## config.mk

```make
export PLATFORM = sky130hd
export DESIGN_NAME = irq_pending_latch
export DESIGN_NICKNAME = d
export VERILOG_FILES = /design/src/rtl/irq_pkg.sv /design/src/rtl/sync_rise.sv /design/src/rtl/irq_pending_latch.sv
export SDC_FILE = /design/constraint.sdc
export NUM_CORES = 1
export LEC_CHECK = 0
export ABC_AREA = 0
export CAP_MARGIN = 20
export CORE_ASPECT_RATIO = 0.6
export CORE_MARGIN = 2
export CORE_UTILIZATION = 29
export DETAILED_ROUTE_END_ITERATION = 12
export GPL_ROUTABILITY_DRIVEN = 0
export MAX_ROUTING_LAYER = met4
export PLACE_DENSITY = 0.6
export SYNTH_ARGS = -nofsm -noshare
export SYNTH_HDL_FRONTEND = slang
export SYNTH_SLANG_ARGS = --single-unit
```

## constraint.sdc

```tcl
create_clock -name clk -period 1.6 [get_ports clk]
set_input_delay 0.16 -clock clk [delete_from_list [all_inputs] [get_ports clk]]
set_output_delay 0.16 -clock clk [all_outputs]
set_load 0.005 [all_outputs]
```

## src/rtl/irq_pkg.sv

```systemverilog
// Shared constants for the interrupt request front end and the downstream
// 8-to-3 priority encoder.
package irq_pkg;

    localparam int unsigned N_IRQ = 8;
    localparam int unsigned IRQ_W = 3;

    localparam logic [N_IRQ-1:0] MASK_ALL  = 8'hFF;
    localparam logic [N_IRQ-1:0] MASK_NONE = 8'h00;

endpackage

```

## src/rtl/sync_rise.sv

```systemverilog
// Single-line synchroniser with a history flop; pulses rise for one cycle on
// each low->high transition seen at the synchroniser output.
module sync_rise #(
    parameter int unsigned SYNC_STAGES = 2
) (
    input  logic clk,
    input  logic rst_n,
    input  logic d,
    output logic rise
);

    logic [SYNC_STAGES-1:0] sync_q;
    logic                   hist_q;

    always_ff @(posedge clk) begin
        if (!rst_n) begin
            sync_q <= '0;
            hist_q <= 1'b0;
        end else begin
            sync_q <= {sync_q[SYNC_STAGES-2:0], d};
            hist_q <= sync_q[SYNC_STAGES-1];
        end
    end

    assign rise = sync_q[SYNC_STAGES-1] & ~hist_q;

endmodule

```

## src/rtl/irq_pending_latch.sv

```systemverilog
// Turns raw request edges into sticky pending bits, tracks overflow and masks
// the result into the priority encoder's input vector.
module irq_pending_latch
    import irq_pkg::*;
#(
    parameter int unsigned   N           = N_IRQ,
    parameter int unsigned   SYNC_STAGES = 2,
    parameter logic [N-1:0]  MASK_RST    = MASK_ALL
) (
    input  logic         clk,
    input  logic         rst_n,
    input  logic [N-1:0] irq_in,
    input  logic         mask_we,
    input  logic [N-1:0] mask_wdata,
    input  logic         ack_valid,
    input  logic [N-1:0] ack_vec,
    input  logic         ovf_clr,
    output logic [N-1:0] pend_vec,
    output logic         irq_any,
    output logic [N-1:0] mask_q,
    output logic [N-1:0] ovf_vec
);

    logic [N-1:0] rise;
    logic [N-1:0] ack_clr;
    logic [N-1:0] pend_q, pend_d;
    logic [N-1:0] ovf_q, ovf_d;
    logic [N-1:0] mask_d;

    for (genvar i = 0; i < N; i++) begin : g_sync
        sync_rise #(
            .SYNC_STAGES(SYNC_STAGES)
        ) u_sync_rise (
            .clk  (clk),
            .rst_n(rst_n),
            .d    (irq_in[i]),
            .rise (rise[i])
        );
    end

    always_comb begin
        ack_clr = ack_valid ? ack_vec : '0;
        // A set wins over a same-cycle ack on the same bit.
        pend_d  = (pend_q & ~ack_clr) | rise;
        // A fresh overflow wins over ovf_clr; a set coincident with an ack is
        // a normal re-arm, not an overflow.
        ovf_d   = (ovf_clr ? '0 : ovf_q) | (rise & pend_q & ~ack_clr);
        mask_d  = mask_we ? mask_wdata : mask_q;
    end

    always_ff @(posedge clk) begin
        if (!rst_n) begin
            pend_q <= '0;
            ovf_q  <= '0;
            mask_q <= MASK_RST;
        end else begin
            pend_q <= pend_d;
            ovf_q  <= ovf_d;
            mask_q <= mask_d;
        end
    end

    assign pend_vec = pend_q & mask_q;
    assign irq_any  = |pend_vec;
    assign ovf_vec  = ovf_q;

endmodule

```

==> summary.txt <==
Outcome
  • Outcome: complete, but fails checks
  • Violated checks: setup timing

Finish
  • Area delta synth->final: 50.5%
  • Antenna cells: 0
  • Layout cells sized above 1: 0.147
  • Final nets: 252

Placed design
  • Port buffer count: 53
  • Post-DP HPWL: 2.32 mm
  • Setup slack at placement: -0.451 ns

Worst setup path
  • Worst-path fanout max: 2
  • Critical path arrival: 1.81 ns
  • WS Path Type: flip-flop to primary output
  • CP cell instances: and2_4 > or4_4 > or4_1 > buf_2
  • Crit-path max cell delay: 0.51 ns
  • Worst Path Required: 1.44 ns
  • CP max stage cell: or4_4
  • Nature of the critical path endpoint: primary output
  • CP Launch Type: flip-flop

STA
  • Hold slack: 0.251 ns
  • Final setup viols: 1
  • RSZ-0062 raised after global routing: yes
  • Final setup TNS: -0.368 ns
  • Worst-margin pin slew: 0.318 ns
  • Slew Limit Fails: 0
  • Relative slew slack: 0.787
  • Clk_skew: 0.00287 ns
  • Final Cycle Share: 1.23
  • Fin. Hold Viols: 0
  • Post-route minimum period: 1.97 ns
  • Fmax: 508 MHz
  • Setup ws final: -0.368 ns

Synth
  • Top cells by area, synth: dfxtp_1 (59%), and2_1 (12%), mux2i_1 (4.9%)
  • Seq/Total Area, Yosys: 0.593
  • Dominant cell by count in the synthesized netlist: dfxtp_1
  • Commonest cells post-synth: dfxtp_1 (48), and2_1 (31), nand2_1 (16)
  • Syn_nets: 183
  • Async SR Flop Fraction: 0
  • #FFs+latches synth: 48
  • Cell Area, Synth: 1620 um^2
  • Netlist cell types: 13
  • Syn Inst Count: 154
  • Area share of the largest cell type after synthesis: 0.593
  • Syn_area_per_cell: 10.5 um^2
  • Synth Flop Type: dfxtp_1
  • Yosys top cell by area: dfxtp_1
  • Warnings, synthesis: 0
  • Post-synth EDFFs: 0

Power
  • Power share of the clock group: 0.324
  • Switching part of the total: 0.212
  • Net Sw Power: 0.000476 W
  • Sequential share of power: 0.559
  • VDD IR max: 0.000326 V
  • P_leak: 1.03 nW
  • Comb pwr share: 0.117
  • Cell Pwr Density: 921 nW/um^2
  • Int Pwr: 0.00177 W

CTS
  • CTS tree: built
  • Clock edge transition at the registers on the reported setup and hold paths: 0.08 ns
  • Setup Fix Bufs, Post-CTS: 0
  • CTS H-tree depth: 2
  • CTS sink count: 48
  • Later-pin clock latency in the skew report: 0.29 ns
  • Worst-case clock buffer depth: 2
  • TritonCTS Buffers: 5
  • Clk root buf: clkbuf_8

Floorplan
  • Total die area: 6230 um^2
  • I/O Pins: 54
  • Site row count: 21
  • Core area: 5490 um^2
  • Die extent in x: 101 um
  • Die H: 61.9 um
  • Initial core utilization: 0.295

Route
  • Wire per inst: 11.0 um
  • Vias/cell: 4.23
  • Routed vias: 1,240
  • Iteration-0 DRC Markers: 39
  • DRC: 0
  • Final WL: 3.23 mm
  • Final ANT Viol Nets: 0
  • Pre-antenna DRT Iters: 4

GRT
  • GRT Overall Usage: 0.111
  • Vias in the first global route: 1,071
  • First-pass GRT wire length: 4.92 mm
  • GR Overflow Total: 0
  • Largest net degree at the start of global routing: 57
  • Initial antenna violation count: 0

Flow run
  • Max Cap Viol: 0

Min path
  • Hold WC Path Type: input port to flip-flop
==> final timing paths <==
path,start,to,slack [ns],depth (start not counted)
setup / recovery,pend_q[7],irq_any,-0.37,4
hold reg to reg,g_sync[1].u_sync_rise.sync_q[0],g_sync[1].u_sync_rise.sync_q[1],0.44,1
hold / removal,rst_n,mask_q[0],0.25,3
setup reg to reg,pend_q[4],ovf_vec[4],0.79,3
==> state kept, by name, indices dropped and copies added, names as in the netlist <==
| name | count |
|---|---|
| g_sync.u_sync_rise.hist_q | 8 |
| pend_q | 8 |
| ovf_vec | 8 |
| mask_q | 8 |
| g_sync.u_sync_rise.sync_q | 16 |
==> kinds of logic (layout without fill, tap and decap cells) <==
| family | after synthesis | count (layout) | synth area share |
|---|---|---|---|
| AO/OA/AOI/OAI | 16 | 16 | 0.0741 |
| multiplexers | 8 | 8 | 0.0494 |
| AND/OR/NAND/NOR | 75 | 75 | 0.268 |
| flip-flops | 48 | 48 | 0.593 |
| buffers and inverters | 7 | 77 | 0.0162 |
==> layer usage <==
layer  GRT usage  vias up  wire [um]  share of wire
met5           -        -          0              0
met4      0.0470        0         40          0.012
met3      0.0425        5        217          0.067
met2       0.163       33       1350           0.42
met1       0.139      555       1620           0.50
li1            -      647          -              -
==> power groups by stage <==
stage | registers (W) | logic, W | clock network, W
after global routing | 0.00126 | 0.000291 | 0.000820
final | 0.00126 | 0.000264 | 0.000728
after CTS | 0.00126 | 0.000263 | 0.000762
after floorplan | 0.00128 | 0.0000919 | 0
after detailed placement | 0.00128 | 0.000267 | 0
after global placement | 0.00128 | 0.000268 | 0
==> placed cells by master, fill, tap and decap left out, drive strengths merged <==
cell type	instances
nand3b	8
dfxtp	48
or2	1
or4	2
nand2	16
mux2i	8
a21boi	8
and2	32
buf	18
clkdlybuf4s50	51
nor2b	8
nand3	8
clkbuf	8
o21a	8
==> what timing repair did <==
action                     CTS  global route
setup endpoints to repair    1             4
hold buffers                 0             0
resized for setup            6             5
pin swaps                    2             0
==> final cells by class <==
type / count / area, um^2
fill: 528 / 3050
sequential: 48 / 965
timing repair buffer: 69 / 653
multi-input combinational: 99 / 646
clock buffer: 8 / 90.1
tap: 69 / 86.3
==> stage by stage <==
stage | area (um^2) | instances | total power, W | utilization
floorplan | 1620 | 154 | 0.00138 | -
finish | 2440 | 293 | 0.00225 | 0.444
global placement | 2340 | 285 | 0.00155 | 0.426
global route | 2440 | 293 | 0.00237 | 0.444
CTS | 2430 | 293 | 0.00228 | 0.442
detailed placement | 2340 | 285 | 0.00155 | 0.426
==> worst max-delay path, delay by kind of cell, from the launching register on <==
kind | cells | cell delay (ns)
buf+inv | 1 | 0.14
flops | 1 | 0.32
simple gates | 3 | 1.05
Note: power is estimated with default switching activity, not from simulation.
